<file path="config.mk">
export PLATFORM = sky130hd
export DESIGN_NAME = hazard_unit
export DESIGN_NICKNAME = d
export VERILOG_FILES = /design/src/rtl/cpu_pkg.sv /design/src/rtl/hazard_match.sv /design/src/rtl/hazard_unit.sv
export SDC_FILE = /design/constraint.sdc
export NUM_CORES = 1
export LEC_CHECK = 0
export ABC_AREA = 1
export CELL_PAD_IN_SITES_DETAIL_PLACEMENT = 0
export CELL_PAD_IN_SITES_GLOBAL_PLACEMENT = 2
export CORE_MARGIN = 3
export CORE_UTILIZATION = 24
export CTS_BUF_LIST = sky130_fd_sc_hd__clkbuf_16
export DETAILED_ROUTE_END_ITERATION = 7
export GPL_TIMING_DRIVEN = 0
export PLACE_DENSITY_LB_ADDON = 0.15
export SETUP_SLACK_MARGIN = 0.05
export SLEW_MARGIN = 25
export SYNTH_ARGS = -nofsm -noshare
export SYNTH_HDL_FRONTEND = slang
export SYNTH_SLANG_ARGS = --single-unit
</file>
<file path="constraint.sdc">
create_clock -name clock -period 1.9 [get_ports clock]
set_input_delay 0.38 -clock clock [delete_from_list [all_inputs] [get_ports clock]]
set_output_delay 0.38 -clock clock [all_outputs]
set_load 0.02 [all_outputs]
</file>
<file path="src/rtl/cpu_pkg.sv">
// Shared CPU pipeline definitions: forwarding select encodings and default widths.
package cpu_pkg;

  localparam int unsigned REG_AW_DEF  = 5;
  localparam int unsigned NUM_SRC_DEF = 2;
  localparam int unsigned CNT_W_DEF   = 16;

  typedef enum logic [1:0] {
    SEL_RF    = 2'b00,
    SEL_EXMEM = 2'b01,
    SEL_MEMWB = 2'b10
  } fwd_sel_e;

endpackage

</file>
<file path="src/rtl/hazard_match.sv">
// Per-source-slot hazard detection and forwarding select for one ID operand.
module hazard_match
  import cpu_pkg::*;
#(
  parameter int unsigned REG_AW = REG_AW_DEF
) (
  input  logic [REG_AW-1:0] src,
  input  logic              used,
  input  logic              branch,
  input  logic [REG_AW-1:0] ex_dst,
  input  logic              ex_wr,
  input  logic              ex_load,
  input  logic [REG_AW-1:0] mem_dst,
  input  logic              mem_wr,
  input  logic              mem_load,
  input  logic [REG_AW-1:0] wb_dst,
  input  logic              wb_wr,
  output logic              load_use,
  output logic              branch_haz,
  output fwd_sel_e          sel_id,
  output fwd_sel_e          sel_ex
);

  logic live;
  logic hit_ex;
  logic hit_mem;
  logic hit_wb;

  always_comb begin
    // $0 is hardwired, so it never creates a dependency
    live    = used && (src != '0);
    hit_ex  = live && ex_wr  && (src == ex_dst);
    hit_mem = live && mem_wr && (src == mem_dst);
    hit_wb  = live && wb_wr  && (src == wb_dst);

    load_use   = hit_ex && ex_load;
    branch_haz = branch && (hit_ex || (hit_mem && mem_load));

    sel_id = SEL_RF;
    if (branch) begin
      if (hit_mem && !mem_load) sel_id = SEL_EXMEM;
      else if (hit_wb)          sel_id = SEL_MEMWB;
    end

    sel_ex = SEL_RF;
    if (hit_ex && !ex_load) sel_ex = SEL_EXMEM;
    else if (hit_mem)       sel_ex = SEL_MEMWB;
  end

endmodule

</file>
<file path="src/rtl/hazard_unit.sv">
// Pipeline hazard unit: stall/bubble generation, ID and EX forwarding selects,
// and a saturating stall-cycle counter.
module hazard_unit
  import cpu_pkg::*;
#(
  parameter int unsigned REG_AW  = REG_AW_DEF,
  parameter int unsigned NUM_SRC = NUM_SRC_DEF,
  parameter int unsigned CNT_W   = CNT_W_DEF
) (
  input  logic                      clock,
  input  logic                      reset,
  input  logic [NUM_SRC*REG_AW-1:0] id_src,
  input  logic [NUM_SRC-1:0]        id_src_used,
  input  logic                      id_branch,
  input  logic [REG_AW-1:0]         ex_dst,
  input  logic [REG_AW-1:0]         mem_dst,
  input  logic [REG_AW-1:0]         wb_dst,
  input  logic                      ex_wr,
  input  logic                      mem_wr,
  input  logic                      wb_wr,
  input  logic                      ex_load,
  input  logic                      mem_load,
  input  logic                      ex_busy,
  input  logic                      flush,
  output logic                      stall,
  output logic                      bubble,
  output logic [2*NUM_SRC-1:0]      fwd_id,
  output logic [2*NUM_SRC-1:0]      fwd_ex,
  output logic [CNT_W-1:0]          stall_cnt
);

  logic [NUM_SRC-1:0]   load_use;
  logic [NUM_SRC-1:0]   branch_haz;
  logic [2*NUM_SRC-1:0] fwd_ex_next;

  for (genvar g = 0; g < NUM_SRC; g++) begin : g_slot
    fwd_sel_e sel_id;
    fwd_sel_e sel_ex;

    hazard_match #(
      .REG_AW(REG_AW)
    ) u_match (
      .src        (id_src[g*REG_AW +: REG_AW]),
      .used       (id_src_used[g]),
      .branch     (id_branch),
      .ex_dst     (ex_dst),
      .ex_wr      (ex_wr),
      .ex_load    (ex_load),
      .mem_dst    (mem_dst),
      .mem_wr     (mem_wr),
      .mem_load   (mem_load),
      .wb_dst     (wb_dst),
      .wb_wr      (wb_wr),
      .load_use   (load_use[g]),
      .branch_haz (branch_haz[g]),
      .sel_id     (sel_id),
      .sel_ex     (sel_ex)
    );

    assign fwd_id[2*g +: 2]      = sel_id;
    assign fwd_ex_next[2*g +: 2] = sel_ex;
  end

  // A busy EX unit freezes ID/EX in place instead of inserting a NOP
  always_comb begin
    stall  = (|load_use) || (|branch_haz) || ex_busy;
    bubble = stall && !ex_busy;
  end

  always_ff @(posedge clock or posedge reset) begin
    if (reset)                fwd_ex <= '0;
    else if (flush || bubble) fwd_ex <= '0;
    else if (!ex_busy)        fwd_ex <= fwd_ex_next;
  end

  always_ff @(posedge clock or posedge reset) begin
    if (reset)                        stall_cnt <= '0;
    else if (stall && stall_cnt != '1) stall_cnt <= stall_cnt + CNT_W'(1);
  end

endmodule

</file>
==> flow_summary.ini <==
[status]
status = finished clean

[placed_design]
place_congestion = 0.762
port_buffers = 62
dpl-instance-area_mm2 = 0.00262
dpl.cell_count = 443
dp_hpwl_mm = 4.88

[sta]
worstMarginPinSlew_ns = 0.822
fmax_mhz = 554
fin_crit_sh = 0.950
slew_headroom = 0.452
finalMaxSlewViolations = 0
fin_crit_ns = 1.80
setup_viol = 0
hold_viol_final = 0
rsz0062_at_grt = yes
fin_worst_skew_ns = 0.00153

[min_path]
min_path_cells = 2
hp-class = reg2reg

[cells_and_area]
nNetsFinal = 402
area_delta_synth_final_pct = 53.6
diodes = 0
stdcell_count = 462
drive_gt1_frac = 0.377
final_core_util = 0.390
stdcell_area_mm2 = 0.00289

[critical_path]
cp-end-kind = primary output
cp-start-kind = input pin
crit_type = in2out
r2r_slack_ns = 0.20
r2r_cells = 8
worstPathArrival_ns = 1.42
crit_fanout = 3
worstPathRequired_ns = 1.52

[synthesis]
synth_top_area_share = 0.266
synth_common_cells = 72 x nand2_1, 38 x inv_1, 30 x nand3_1, 30 x nor2_1, 23 x nand2_2
async_reset_ff_frac = 1.00
dominantRegCellSynth = dfrtp_1
yosysUniqueCellTypes = 32
ys_top_cells_by_area = dfrtp_1 27%, nand2_1 14%, nand3_1 8.0%, xor2_1 7.9%, nand2_2 7.7%
synth.most_common_cell = nand2_1
netlist_area_mm2 = 0.00188
synth_nets = 320
synth.avg_cell_area_um2 = 6.66
yosysWarnings = 0
synth_edf_count = 0
synth_seq_area_share = 0.266
ys_seq_elements = 20
postSynthCellCount = 282
synth_area_leader_cell = dfrtp_1

[clock_network]
cts.htree.levels = 1
clock-root-buffer = clkbuf_16
clkLatencyLatePin_ns = 0.25
cts_tree = yes
cts.path.max_buffers = 2
cts-hold-fix-buffers = 0
cts_buffers = 3
cts_sinks = 20
cts.reportedPaths.clkPinSlew_ns = 0.06

[routing]
drt_first_iter_violations = 58
vias = 2032
ant_nets = 0
via_per_inst = 4.40
wl_mm = 6.09
firstDrtPassIters = 4
drc_errors = 0
wire_per_inst_um = 13.2

[floorplan]
die_area_mm2 = 0.00893
die_h_um = 94.5
pin_count = 63
rows = 31
start_util = 0.254
core_area_mm2 = 0.00741
die_w_um = 94.5

[global_route]
grt_pass1_vias = 2000
grt_max_degree = 21
antenna_found_initial = 0
grt_usage = 0.142
globalRouteOverflowTotal = 0
grt_pass1_wl_mm = 10.0

[power]
leakagePower_nw = 1.42
p_per_area_mw_per_mm2 = 535
peakVddDrop_mv = 0.431

[run]
drv_cap = 0
==> where the power goes <==
| part | switching (mW) | total [mW] | internal, mW |
|---|---|---|---|
| logic | 0.287 | 0.542 | 0.255 |
| registers | 0.0852 | 0.557 | 0.472 |
| clock network | 0.165 | 0.445 | 0.281 |
| total | 0.537 | 1.54 | 1.01 |
==> critical path, stage by stage <==
cell and delay (ns):
clkdlybuf4s15_2 0.19, inv_1 0.05, nand2_1 0.08, nand3_2 0.07, nor2_2 0.12, nand3_2 0.09, nand2_2 0.08, nand2_2 0.08
nand2_2 0.07, nand2_2 0.05, inv_2 0.06, buf_6 0.10
==> metal layers <==
metal	vias to the layer above	GRT usage	routed length [µm]
li1	1056	-	-
met1	921	0.210	3040
met2	51	0.219	2630
met3	4	0.0263	382
met4	0	0.0204	40
met5	-	0	0
==> repair_timing <==
action | 4_1_cts | 5_1_grt
pin swaps | 24 | 28
endpoints found under the setup margin | 24 | 21
gates resized for setup | 164 | 49
buffers inserted | 14 | 2
==> cell families after synthesis <==
family          Yosys count  share of synthesized area
compound gates           18                     0.0566
xor+xnor                 21                     0.0979
fa+ha+maj                 1                    0.00666
buf+inv                  46                      0.113
flops                    20                      0.266
simple gates            176                      0.460
==> layout make-up <==
class	instances	area (µm²)
Tap cell	99	124
Multi-Input combinational cell	216	1290
Buffer	3	42.5
Clock buffer	3	75.1
Timing Repair Buffer	78	682
Fill cell	829	4520
Sequential cell	20	503
Inverter	42	170
Clock inverter	1	3.75
==> flip-flops by register name, indices dropped and copies added, names as in the netlist <==
name,count
fwd_ex,4
stall_cnt,16
==> placed cells by master, fill, tap and decap left out, types with 2 or more instances in the layout <==
cell	Yosys	routed
nand2_2	23	31
a21oi_2	1	4
nand3_2	3	7
dlygate4sd2_1	0	7
buf_8	0	3
inv_2	4	16
nor3_2	1	2
xnor2_1	4	4
nor2_4	1	3
dfrtp_2	0	2
nor3_1	5	4
a21oi_1	5	2
nand2_1	72	63
clkbuf_2	0	5
dfrtp_1	20	18
nand4_1	4	4
clkbuf_16	0	3
nor2_1	30	22
clkdlybuf4s50_1	0	24
buf_2	0	9
inv_1	38	21
xor2_1	17	17
o22ai_1	3	3
nor2_2	0	6
buf_4	0	18
inv_4	0	5
o21ai_1	3	4
buf_6	3	11
nand3_1	30	26
nand2_4	1	2
==> path summary, 6_finish.rpt <==
| check | from | end |
|---|---|---|
| setup / recovery | mem_dst[0] | bubble |
| hold / removal | stall_cnt[15] | stall_cnt[15] |
| setup reg to reg | stall_cnt[0] | stall_cnt[8] |
| hold reg to reg | stall_cnt[15] | stall_cnt[15] |
| max in group asynchronous | reset | stall_cnt[0] |
| min in group asynchronous | reset | fwd_ex[3] |
==> metrics by stage <==
stage	hold WS (ns)	power, mW	TNS [ns]	worst slack (ns)
floorplan	0.344	0.818	0	0.227
global placement	0.502	1.08	-11.89	-1.06
detailed placement	0.512	1.07	-11.94	-1.06
CTS	0.527	1.54	0	0.0407
global route	0.544	1.64	-0.0467	-0.0467
finish	0.518	1.54	0	0.0957
Power figures use the tool's default switching activity.
